### config.mk
export PLATFORM = sky130hd
export DESIGN_NAME = y86_alu_core_flat
export DESIGN_NICKNAME = d
export VERILOG_FILES = /design/src/rtl/y86_alu_core_if.sv /design/src/rtl/y86_alu_core.sv /design/src/flat_wrapper.sv
export SDC_FILE = /design/constraint.sdc
export NUM_CORES = 1
export LEC_CHECK = 0
export CAP_MARGIN = 40
export CELL_PAD_IN_SITES_DETAIL_PLACEMENT = 0
export CELL_PAD_IN_SITES_GLOBAL_PLACEMENT = 1
export CORE_ASPECT_RATIO = 0.75
export CORE_MARGIN = 4
export CORE_UTILIZATION = 35
export CTS_BUF_LIST = sky130_fd_sc_hd__clkbuf_8 sky130_fd_sc_hd__clkbuf_16
export DETAILED_ROUTE_END_ITERATION = 10
export HOLD_SLACK_MARGIN = 0.15
export PLACE_DENSITY_LB_ADDON = 0.1
export RECOVER_POWER = 50
export SYNTH_ARGS = -nofsm -noshare
export SYNTH_HDL_FRONTEND = slang
export SYNTH_SLANG_ARGS = --single-unit
### constraint.sdc
create_clock -name clk -period 7.1 [get_ports clk]
set_input_delay 1.42 -clock clk [delete_from_list [all_inputs] [get_ports clk]]
set_output_delay 1.42 -clock clk [all_outputs]
set_load 0.01 [all_outputs]
### src/rtl/y86_alu_core_if.sv
// Request/result bundle for the Y86-64 ALU.
// ALU_STATUS_FLAGS_EN adds the zf/sf status outputs.
interface y86_alu_core_if #(
  parameter int WIDTH = 64
);
  logic             in_valid;
  logic [1:0]       operation;
  logic [WIDTH-1:0] a;
  logic [WIDTH-1:0] b;
  logic [WIDTH-1:0] out;
  logic             flag;
  logic             out_valid;
`ifdef ALU_STATUS_FLAGS_EN
  logic             zf;
  logic             sf;

  modport master (
    output in_valid, operation, a, b,
    input  out, flag, out_valid, zf, sf
  );
  modport slave (
    input  in_valid, operation, a, b,
    output out, flag, out_valid, zf, sf
  );
`else
  modport master (
    output in_valid, operation, a, b,
    input  out, flag, out_valid
  );
  modport slave (
    input  in_valid, operation, a, b,
    output out, flag, out_valid
  );
`endif
endinterface

### src/rtl/y86_alu_core.sv
// Registered 64-bit Y86-64 ALU: add/sub/and/xor plus signed overflow.
// ALU_STATUS_FLAGS_EN adds registered zero/sign status flags.
module y86_alu_core #(
  parameter int WIDTH = 64
) (
  input  logic            clk,
  input  logic            rst_n,
  y86_alu_core_if.slave   bus
);

  localparam logic [1:0] OP_ADD = 2'b00;
  localparam logic [1:0] OP_SUB = 2'b01;
  localparam logic [1:0] OP_AND = 2'b10;
  localparam logic [1:0] OP_XOR = 2'b11;

  logic [WIDTH-1:0] res;
  logic             ovf;
  logic             sa;
  logic             sb;
  logic             sr;

  logic [WIDTH-1:0] out_d, out_q;
  logic             flag_d, flag_q;
  logic             valid_d, valid_q;

  assign sa = bus.a[WIDTH-1];
  assign sb = bus.b[WIDTH-1];
  assign sr = res[WIDTH-1];

  always_comb begin
    res = '0;
    ovf = 1'b0;
    unique case (bus.operation)
      OP_ADD: begin
        res = bus.a + bus.b;
        ovf = (sa == sb) && (sr != sa);
      end
      OP_SUB: begin
        res = bus.a - bus.b;
        ovf = (sa != sb) && (sr != sa);
      end
      OP_AND: res = bus.a & bus.b;
      OP_XOR: res = bus.a ^ bus.b;
      default: res = '0;
    endcase
  end

  // Result holds while idle; only out_valid tracks the request stream.
  always_comb begin
    out_d   = out_q;
    flag_d  = flag_q;
    valid_d = bus.in_valid;
    if (bus.in_valid) begin
      out_d  = res;
      flag_d = ovf;
    end
  end

  always_ff @(posedge clk) begin
    if (!rst_n) begin
      out_q   <= '0;
      flag_q  <= 1'b0;
      valid_q <= 1'b0;
    end else begin
      out_q   <= out_d;
      flag_q  <= flag_d;
      valid_q <= valid_d;
    end
  end

  assign bus.out       = out_q;
  assign bus.flag      = flag_q;
  assign bus.out_valid = valid_q;

`ifdef ALU_STATUS_FLAGS_EN
  logic zf_d, zf_q;
  logic sf_d, sf_q;

  always_comb begin
    zf_d = zf_q;
    sf_d = sf_q;
    if (bus.in_valid) begin
      zf_d = (res == '0);
      sf_d = sr;
    end
  end

  always_ff @(posedge clk) begin
    if (!rst_n) begin
      zf_q <= 1'b0;
      sf_q <= 1'b0;
    end else begin
      zf_q <= zf_d;
      sf_q <= sf_d;
    end
  end

  assign bus.zf = zf_q;
  assign bus.sf = sf_q;
`endif

endmodule

### src/flat_wrapper.sv
// flat-port wrapper written by rule: the top's interface ports become plain ports
module y86_alu_core_flat 
#(
  parameter int WIDTH = 64
)
  (clk, rst_n, bus_in_valid, bus_operation, bus_a, bus_b, bus_out, bus_flag, bus_out_valid);
  y86_alu_core_if #(.WIDTH(WIDTH)) bus_i ();
  input  logic clk;
  input  logic rst_n;
  input wire logic [$bits(bus_i.in_valid)-1:0] bus_in_valid;
  input wire logic [$bits(bus_i.operation)-1:0] bus_operation;
  input wire logic [$bits(bus_i.a)-1:0] bus_a;
  input wire logic [$bits(bus_i.b)-1:0] bus_b;
  output wire logic [$bits(bus_i.out)-1:0] bus_out;
  output wire logic [$bits(bus_i.flag)-1:0] bus_flag;
  output wire logic [$bits(bus_i.out_valid)-1:0] bus_out_valid;
  assign bus_i.in_valid = bus_in_valid;
  assign bus_i.operation = bus_operation;
  assign bus_i.a = bus_a;
  assign bus_i.b = bus_b;
  assign bus_out = bus_i.out;
  assign bus_flag = bus_i.flag;
  assign bus_out_valid = bus_i.out_valid;
  y86_alu_core #(.WIDTH(WIDTH)) u_core (.clk(clk), .rst_n(rst_n), .bus(bus_i));
endmodule
# After elaboration in Yosys (flattened, before gate mapping)
# Index checks and enable logic that the tools add are counted.
[word_totals]
memories = 0
reg_bits = 66
latchBits = 0
romBits = 0
ramBits = 0
wordCells = 18
output_inout_bits = 66
in_bits = 133
[classes]
eq_ne = 6
n_div = 0
shifts = 0
bitwise_logic = 2
order_cmp = 0
mux = 2
addsub = 2
mul = 0
n_reduce_logical = 3
[ops]
columns = ["operator", "n"]
rows = [
  ["64-bit case mux with 4 select lines", 1],
  ["64-bit adder", 1],
  ["64-bit bitwise AND", 1],
  ["64-bit subtractor", 1],
  ["64-bit bitwise XOR", 1],
  ["2-bit == test, second input constant", 2],
  ["2-bit by 1-bit == test with 1-bit output, second input constant", 1],
  ["1-bit logical AND", 2],
  ["2-bit zero test", 1],
  ["1-bit != test", 2],
  ["1-bit case mux with 2 select lines", 1],
  ["1-bit == test", 1],
]

# Logic depth before layout (Yosys ltp)
# Gate-level depths: netlist (run 1).
[depth]
ltp_word = 5
ltp_mapped = 25
depth_no_buf = 24

# Worst setup path after synthesis (run 1)
# No wires, ideal clock.
[synth_path]
path_kind = "input -> register"
from = "in bus_b[6]"
to = "reg u_core.out_q[62] (netlist: u_core.bus.out[62])"
arrival_ns = 5.628
setup_time_ns = 0.127
path_stages = 20
path_buffers = 1
setup_slack_ns = 1.345
t_required_ns = 6.973
path_cell_list = "or4_1 -> nor2_1 -> nand4_1 -> or3_1 -> inv_1 -> nand2_1 -> o41ai_1 -> xor2_1 -> ha_1 -> clkbuf_1 -> a21o_1 -> a21o_1 -> a21o_1 -> nand2b_1 -> o22a_1 -> a41oi_1 -> o21ai_0 -> a31oi_1 -> nor4b_1 -> o21ai_0"
[synth_between]
elab_chain_len = 2
elab_cells_between_ends = 3
classes_between = "add/sub (2); mux (1)"
[synth_rtl]
columns = ["item", "line", "text"]
rows = [
  ["start: declaration", "flat_wrapper.sv:13", "input wire logic [$bits(bus_i.b)-1:0] bus_b;"],
  ["64-bit subtractor or 64-bit adder (tied branches)", "y86_alu_core.sv:39, y86_alu_core.sv:35", ""],
  ["64-bit case mux with 4 select lines *", "y86_alu_core.sv:33", "unique case (bus.operation)"],
  ["end signal: assignment", "y86_alu_core.sv:65", "out_q <= out_d;"],
  ["end: declaration", "y86_alu_core.sv:22", "logic [WIDTH-1:0] out_d, out_q;"],
]
# Every way passes the cells marked *; elsewhere a longest branch is shown, timed or not.
# A chain may end at the register's enable or synchronous reset.

# Worst setup path after layout (run 1)
# Ends and elaborated chain as after synthesis.

==> metrics, run 1 <==
Wirelength per Cell 19.8 um; Synth top area share 17.3%; largest net degree at the start of global routing 69; CP Launch Type primary input; initial antenna violation count 0; smallest hold slack 438 ps; DRC 0; layout net count 1687; Lkg Pwr 5.32 nW; clock buffer depth 2; initial core utilization 35.5%; Final period util 92.9%; WS Path Type primary input to flop; Tightest Hold Check Type flop to flop; gpl congestion 0.901; Hold Fails Final Rpt 0; peak supply drop 0.127 mV; Pwr Density 163 nW/um2; initial DRC count 697; top post-synthesis cells by area ha_1, dfxtp_1, mux2i_1, a21oi_1, o21ai_0; cell area after synthesis 9230 um2; die extent in y 149 um; Yosys cell types 66; worst slew pin tran 1630 ps; Seq/Total Area, Yosys 14.3%; post-synthesis compound-gate area fraction 27.3%; leading area contributor after synthesis ha_1; worst hold start u_core.bus.out[63]; Worst Clk Skew 0 ps; largest family of logic cells by synthesized area compound AO/OA/AOI/OAI gates; Min-Delay Endpoint u_core.bus.out[63]; combinational power share 53.8%; Worst EP arrival 6830 ps; die width 196 um; Vias 9741; H-tree Lvls 3; Syn Area/Cell 7.47 um2; ANT nets after route 0; grt met1 use 34.9%; total wire length 35.2 mm; via-per-instance ratio 5.49; switching part of the total 40.9%; Post-Synth Simple-Gate Area 17.8%; Hold Path Stages 2; final slew viol count 27; Syn. warnings 0; antenna cells 0; first-pass GRT wire length 54.5 mm; R2R Setup Slk 6240 ps; RSZ-0062 raised after global routing no; Int Power 1.16 mW; Yosys reg bits 66; Syn Nets 1497; Crit. End Element flop; Worst R2R Path Depth 2; # setup viols final 0; outcome finished, violations left; Port Buffers 198; Sink Count 66; Synth Area in XOR/XNOR 11.0%; failing checks max-capacitance violations, max-slew violations; CTS Buf Count 9; Critical Path RT 7330 ps; fillers 2641; layout cells sized above 1 5.88%; area delta synth->final 30.4%; top_reg_cell synth dfxtp_1; GR Layer Usage met2 35.6%; Die ar. 29100 um2; hold_buf cts 0; max_slew headroom -8.67%; total gr overflow 0; Synth Area in Adders 17.6%; async set or reset register ratio after synthesis 0%; Root Driver clkbuf_16; part of the power in registers 21.8%; post-synthesis mux area share 8.06%; CP Max Fanout 6; setup total negative slack 0 ps; minimum clock period 6600 ps; fmax 152 MHz; Clock Latency Late Sink 350 ps; DP HPWL 27.6 mm; met3 global-route usage 5.03%; power consumption 1.96 mW; Post-synth EDFFs 0; Cell Rows 51; number of global-route vias before repair 9466; I/O pins 199; CTS tree done; grt peak-use layer met2; Core ar. 26000 um2; Total GRT Usage 23.6%; DR pass1 iterations 5; Clock power frac 24.4%; clock transition at the registers of the reported paths 50 ps; final core utilization 46.3%; Cells after Synth 1235; max cap viols 1; Sw Pwr 0.800 mW; postcts setup bufs 0; worst r2r src u_core.bus.out[59]; Reg-to-Reg End u_core.bus.out[59]
==> worst max-delay path, stage by stage <==
cell	delay (ps)
clkdlybuf4s50_1	470
or4_1	620
nor2_2	280
nand4_1	290
or3_1	450
o21ai_0	230
xor2_1	180
ha_1	310
a21oi_1	190
o21ai_0	170
a311o_1	380
a21oi_1	150
o21ai_1	120
o22a_1	260
a41oi_1	220
buf_4	170
o21ai_0	170
a31oi_1	310
nor4b_1	290
o21ai_0	130
==> cell usage after synthesis, types with 5 or more instances <==
master    instances
a211oi_1         21
a21o_1           36
a21oi_1         121
a31oi_1          22
and2_1            7
and3_1            7
buf_1             8
clkbuf_1         55
dfxtp_1          66
ha_1            128
inv_1            27
mux2_2           11
mux2i_1          62
nand2_1         100
nand2b_1         17
nand3_1          23
nand4_1          16
nor2_1          117
nor2b_1          13
nor3_1           20
nor4_1            6
o211ai_1          6
o21a_1            7
o21ai_0         107
o21ai_1           5
o21bai_1          8
o22ai_1           6
o31ai_1          15
o41ai_1           5
or3_1             9
or4_1             7
xnor2_1          61
xor2_1           52
==> metal layers <==
metal	wire (um)	share of wire, %
met4	425	1.2
met5	0	0
met1	18100	51
met2	14600	42
met3	2040	5.8
==> state kept, by name, summed over array words and instances, names as in the netlist <==
register / count
u_core.bus.flag: 1
u_core.bus.out: 64
u_core.bus.out_valid: 1
==> worst max path at each step <==
stage | from | end
global placement | bus_b[6] | u_core.bus.out[61]
floorplan | bus_b[6] | u_core.bus.out[62]
detailed placement | bus_b[6] | u_core.bus.out[61]
finish | bus_b[6] | u_core.bus.out[62]
CTS | bus_b[12] | u_core.bus.out[61]
global route | bus_b[6] | u_core.bus.out[62]
==> timing repair <==
item / CTS / global route
setup endpoints to repair: 0 / 4
gates resized for setup: 0 / 2
endpoints found under the hold margin: 0 / 0
==> cells in the final DEF (no fill, tap or decap), types with 16 or more instances in the layout <==
| master | Yosys | final |
|---|---|---|
| nor2_1 | 117 | 116 |
| xnor2_1 | 61 | 61 |
| nor3_1 | 20 | 20 |
| dfxtp_1 | 66 | 66 |
| a31oi_1 | 22 | 22 |
| clkdlybuf4s50_1 | 0 | 130 |
| a21o_1 | 36 | 36 |
| mux2i_1 | 62 | 62 |
| xor2_1 | 52 | 52 |
| dlygate4sd3_1 | 0 | 65 |
| o21ai_0 | 107 | 107 |
| nand2b_1 | 17 | 17 |
| nand2_1 | 100 | 100 |
| nand4_1 | 16 | 16 |
| ha_1 | 128 | 128 |
| buf_4 | 0 | 50 |
| a211oi_1 | 21 | 21 |
| a21oi_1 | 121 | 121 |
| nand3_1 | 23 | 23 |
| inv_1 | 27 | 29 |
==> kinds of logic (layout without fill, tap and decap cells) <==
group | count (synthesis) | count (layout)
compound gates | 403 | 403
xor+xnor | 114 | 114
flops | 66 | 66
mux | 73 | 73
buf+inv | 96 | 290
fa+ha+maj | 129 | 129
simple gates | 354 | 354
==> stage by stage <==
stage | instances | cell area [um2] | worst slack (ps)
global route | 1773 | 12000 | 37.7
global placement | 1757 | 11700 | 151
finish | 1773 | 12000 | 501
floorplan | 1235 | 9230 | 1350
CTS | 1773 | 12000 | 398
detailed placement | 1758 | 11700 | 77.2
==> power groups by stage <==
stage,Combinational [mW],Clock [mW],Sequential [mW]
CTS,1.06,0.495,0.429
global route,1.16,0.506,0.432
floorplan,0.632,0,0.450
global placement,1.06,0,0.436
detailed placement,1.06,0,0.437
finish,1.05,0.477,0.427
==> area by class of cell <==
class | count | area (um2) | area share (%)
well taps | 344 | 430 | 3.58
repair buffers | 247 | 2340 | 19.4
clock buffers | 10 | 239 | 1.99
clock inverters | 5 | 47.5 | 0.395
flip-flops and latches | 66 | 1320 | 11.0
multi-input cells | 1073 | 7550 | 62.8
inverters | 28 | 105 | 0.873
Note: power is estimated with default switching activity, not from simulation.
==> inputs of run 2 (changes only) <==
CORE_MARGIN = not set   (was 4)
==> run 2 against run 1 <==
Effect of this change:
- the flow still finishes with violations (max-capacitance violations, max-slew violations)
- cell area is essentially flat
- setup slack got worse by 160 ps
- clock-buffer cell count rose by 1
- critical path depth rose by 1
- global-route usage increased by 2.3 points
- critical endpoint unchanged
- combinational power about the same
- clock skew unchanged
- total power grew 0.95%
- core utilization up 0.080 points
- register-to-register slack barely moved
- fmax fell by 2.4%
==> metrics, run 2 (synthesis gave the netlist of run 1 again) <==
CP max-delay cell or4_1; number of global-route vias before repair 9248; WS Path Type primary input to flop; initial antenna violation count 0; total wire length 34.7 mm; commonest non-fill, non-tap cell in the layout clkdlybuf4s50_1; die extent in y 143 um; Worst Clk Skew 0 ps; final core utilization 46.4%; Core ar. 25900 um2; Wirelength per Cell 19.6 um; gpl congestion 0.876; die width 190 um; max cap viols 2; via-per-instance ratio 5.51; Die ar. 27000 um2; post-place setup slack 57.8 ps; final instance area 12000 um2; Clock Latency Late Sink 350 ps; Cell Chain, Critical Path clkdlybuf4s50_1 > or4_1 > nor2_1 > buf_4 > nand2_1 > nor3_1 > buf_4 > a21oi_1 > xnor2_1 > ha_1 > nand4_1 > nor3_1 > a221o_1 > o31ai_1 > o21ai_1 > o22a_1 > a41oi_1 > o21ai_0 > a31oi_1 > nor4b_1 > o21ai_0; area delta synth->final 30.3%; Port Buffers 198; final slew viol count 63; Cell Rows 51; outcome finished, violations left; setup total negative slack 0 ps; ANT nets after route 0; RSZ-0062 raised after global routing no; Final period util 95.2%; clock buffer depth 2; H-tree Lvls 3; Pwr Density 164 nW/um2; failing checks max-capacitance violations, max-slew violations; first-pass GRT wire length 53.8 mm; total gr overflow 0; CP Launch Type primary input; worst slew pin tran 2390 ps; Total GRT Usage 25.9%; Crit. End Element flop; Hold Fails Final Rpt 0; layout cells sized above 1 5.55%; Critical Path RT 7330 ps; Lkg Pwr 5.29 nW; I/O pins 199; initial DRC count 760; Vias 9730; initial core utilization 35.6%; clock transition at the registers of the reported paths 60 ps; CTS tree done; layout net count 1681; largest net degree at the start of global routing 63; max_slew headroom -59.4%; DRC 0; CTS Buf Count 9; slack of the critical path 339 ps; Tightest Hold Check Type flop to flop; CP Max Fanout 7; # setup viols final 0; placed cell area 11700 um2; fmax 148 MHz; Root Driver clkbuf_16; Buf+Inv Stages, Crit Path 3; slowest stage delay, CP 610 ps; Worst EP arrival 6990 ps; max FFs per register 64; antenna cells 0; Sink Count 66; minimum clock period 6760 ps; DP HPWL 27.0 mm; DR pass1 iterations 7; commonest non-fill, non-tap cells in the layout clkdlybuf4s50_1, ha_1, a21oi_1; Crit path max-delay family compound AO/OA/AOI/OAI gates; peak supply drop 0.124 mV
[run 2: changes by cell type in the layout (fill, tap and decap cells not counted), sizes merged]
cell / change
dlygate4sd3: -1
clkdlybuf4s50: +1
buf: -7
clkbuf: +2
clkinvlp: +1
inv: -2
[run 2: power breakdown]
group,total [mW],switching (mW),internal [mW]
Combinational,1.05,0.582,0.467
Clock,0.498,0.208,0.290
Sequential,0.427,0.0197,0.408
Total,1.97,0.810,1.16
[run 2: worst paths after layout]
check	startpoint	to	slack, ps	depth (start not counted)
worst max-delay path	bus_b[4]	u_core.bus.out[62]	340	21
worst min-delay path	u_core.bus.out[63]	u_core.bus.out[63]	440	2
worst max register to register	u_core.bus.out[54]	u_core.bus.out[54]	6250	4
worst min register to register	u_core.bus.out[63]	u_core.bus.out[63]	440	2
[run 2: layout make-up]
| class | count | area (um2) |
|---|---|---|
| Sequential cell | 66 | 1320 |
| Timing Repair Buffer | 241 | 2310 |
| Tap cell | 344 | 430 |
| Inverter | 28 | 105 |
| Clock inverter | 4 | 51.3 |
| Clock buffer | 11 | 253 |
| Fill cell | 2652 | 13900 |
| Multi-Input combinational cell | 1073 | 7560 |
[run 2: repair_timing]
action                                  4_1_cts  5_1_grt
buffers inserted                              0        0
endpoints found under the setup margin        0        1
gates resized for setup                       0        2
endpoints found under the hold margin         0        0
hold buffers                                  0        0
[run 2: per-layer routing]
layer | vias to the layer above | share of wire [%] | track usage [%]
met1 | 4514 | 54 | 40.2
met5 | - | 0 | 0
met4 | 0 | 0.60 | 4.03
li1 | 4911 | - | -
met3 | 14 | 5.5 | 3.83
met2 | 291 | 40 | 37.3
[run 2: worst min-delay path: stages (launching register included)]
cell     delay (ps)
dfxtp_1         310
nand2_1          50
nand2_1          40
[run 2: through the flow]
stage	power, mW	hold WS [ps]	cells
CTS	2.00	447	1767
detailed placement	1.48	439	1752
global placement	1.49	437	1750
floorplan	1.08	467	1235
global route	2.11	487	1767
finish	1.97	443	1767
==> inputs of run 3 (changes only) <==
CAP_MARGIN = not set   (was 40)
clock period = 7.75 ns   (was 7.1 ns; I/O delays follow)
==> run 3 against run 2 <==
Effect of this change:
- the run still ends with max-capacitance violations, max-slew violations left
- via count is essentially flat
- final cell count down 1.5%
- wire length shrank 1.9%
- largest cell class unchanged
- largest power group unchanged
==> metrics, run 3 (synthesis gave the netlist of run 1 again) <==
# setup viols final 0; RSZ-0062 raised after global routing no; Hold Fails Final Rpt 0; I/O pins 199; minimum clock period 7180 ps; outcome finished, violations left; total wire length 34.1 mm; ANT nets after route 0; Hold Path Stages 2; gpl congestion 0.926; antenna cells 0; WS Path Type primary input to flop; layout net count 1654; Worst EP arrival 7410 ps; Worst Clk Skew 0 ps; Cell Chain, Critical Path clkdlybuf4s50_1 > nor3_1 > nand2_1 > nor4_1 > nand4_1 > or3_1 > o21ai_0 > xor2_1 > ha_1 > a21oi_1 > o21ai_0 > a311o_1 > a21oi_1 > o21ai_1 > o22a_1 > a41oi_1 > buf_4 > o21ai_0 > a31oi_1 > nor4b_1 > o21ai_0; H-tree Lvls 3; CP Max Fanout 6; slowest stage delay, CP 500 ps; Vias 9735; critical path's most frequent cell o21ai_0; total gr overflow 0; clock buffer depth 2; clock transition at the registers of the reported paths 60 ps; Core ar. 25900 um2; WP depth 21; Wirelength per Cell 19.6 um; max_slew headroom -60.5%; initial core utilization 35.6%; Gates resized, CTS repair 0; commonest non-fill, non-tap cells in the layout clkdlybuf4s50_1, ha_1, a21oi_1; Root Driver clkbuf_16; failing checks max-capacitance violations, max-slew violations; fmax 139 MHz; Tightest Hold Check Type flop to flop; first-pass GRT wire length 54.0 mm; Total GRT Usage 25.7%; area delta synth->final 27.2%; Clock Latency Late Sink 350 ps; Port Buffers 198; largest net degree at the start of global routing 70; Buf+Inv Stages, Crit Path 2; setup total negative slack 0 ps; power consumption 1.72 mW; DR pass1 iterations 5; Crit path max-delay family compound AO/OA/AOI/OAI gates; commonest non-fill, non-tap cell in the layout clkdlybuf4s50_1; layout cells sized above 1 3.44%; initial antenna violation count 0; Worst R2R Path Depth 4; CTS Buf Count 9; worst slew pin tran 2410 ps; number of global-route vias before repair 9288; die width 190 um; Die ar. 27000 um2; DRC 0; CP max-delay cell clkdlybuf4s50_1; final slew viol count 63; Cell Rows 51; Pwr Density 146 nW/um2; Critical Path RT 7980 ps; max FFs per register 64; DP HPWL 26.7 mm; via-per-instance ratio 5.59; CTS tree done; max cap viols 2; CP Launch Type primary input; Final period util 92.7%; die extent in y 143 um; peak supply drop 0.118 mV; Sink Count 66; Crit. End Element flop; postcts setup bufs 0; hold_buf cts 0; initial DRC count 633; Lkg Pwr 5.14 nW
run 3: cell count changes in the layout (fill, tap and decap cells not counted):
cell	before	now
nor3b_2	1	0
nor4_2	1	0
clkinv_2	1	4
buf_16	1	0
clkbuf_8	2	0
nor4_1	5	6
nor3b_1	2	3
inv_1	27	29
buf_4	42	16
bufinv_16	1	0
clkinv_4	1	0
clkinvlp_4	1	0
run 3: power by group:
group / leakage (nW) / internal (mW) / switching [mW] / total, mW
registers: 0.547 / 0.374 / 0.0179 / 0.391
logic: 4.46 / 0.407 / 0.528 / 0.935
clock network: 0.137 / 0.211 / 0.179 / 0.390
total: 5.14 / 0.992 / 0.725 / 1.72
run 3: final cells by class:
class	count	area (um2)
well taps	344	430
clock inverters	6	27.5
fillers	2634	14200
multi-input cells	1073	7550
repair buffers	214	2080
inverters	28	105
flip-flops and latches	66	1320
clock buffers	9	225
run 3: worst reg2reg max path: stages (launching register included):
cell and delay [ps]:
dfxtp_1 310, inv_1 50, o22ai_1 60, a31oi_1 170, nor2_1 50
run 3: per-layer routing:
metal | vias to the layer above | share of wire (%) | track usage, %
met5 | - | 0 | 0
met4 | 0 | 0.67 | 3.99
met3 | 16 | 6.5 | 4.10
met2 | 320 | 39 | 36.4
met1 | 4537 | 54 | 40.3
li1 | 4862 | - | -
run 3: worst paths after layout:
path,startpoint,to,slack (ps)
max,bus_b[12],u_core.bus.out[62],570
min,u_core.bus.out[63],u_core.bus.out[63],450
max reg2reg,u_core.bus.out[54],u_core.bus.out[54],6910
min reg2reg,u_core.bus.out[63],u_core.bus.out[63],450
run 3: metrics by stage:
stage | instances | area [um2] | utilization [%] | setup slack, ps | hold slack (ps)
after global placement | 1725 | 11500 | 44.4 | 597 | 440
after floorplan | 1235 | 9230 | - | 1870 | 467
after CTS | 1740 | 11700 | 45.3 | 704 | 446
after detailed placement | 1725 | 11500 | 44.4 | 389 | 438
after global routing | 1740 | 11700 | 45.3 | 163 | 475
final | 1740 | 11700 | 45.3 | 569 | 445
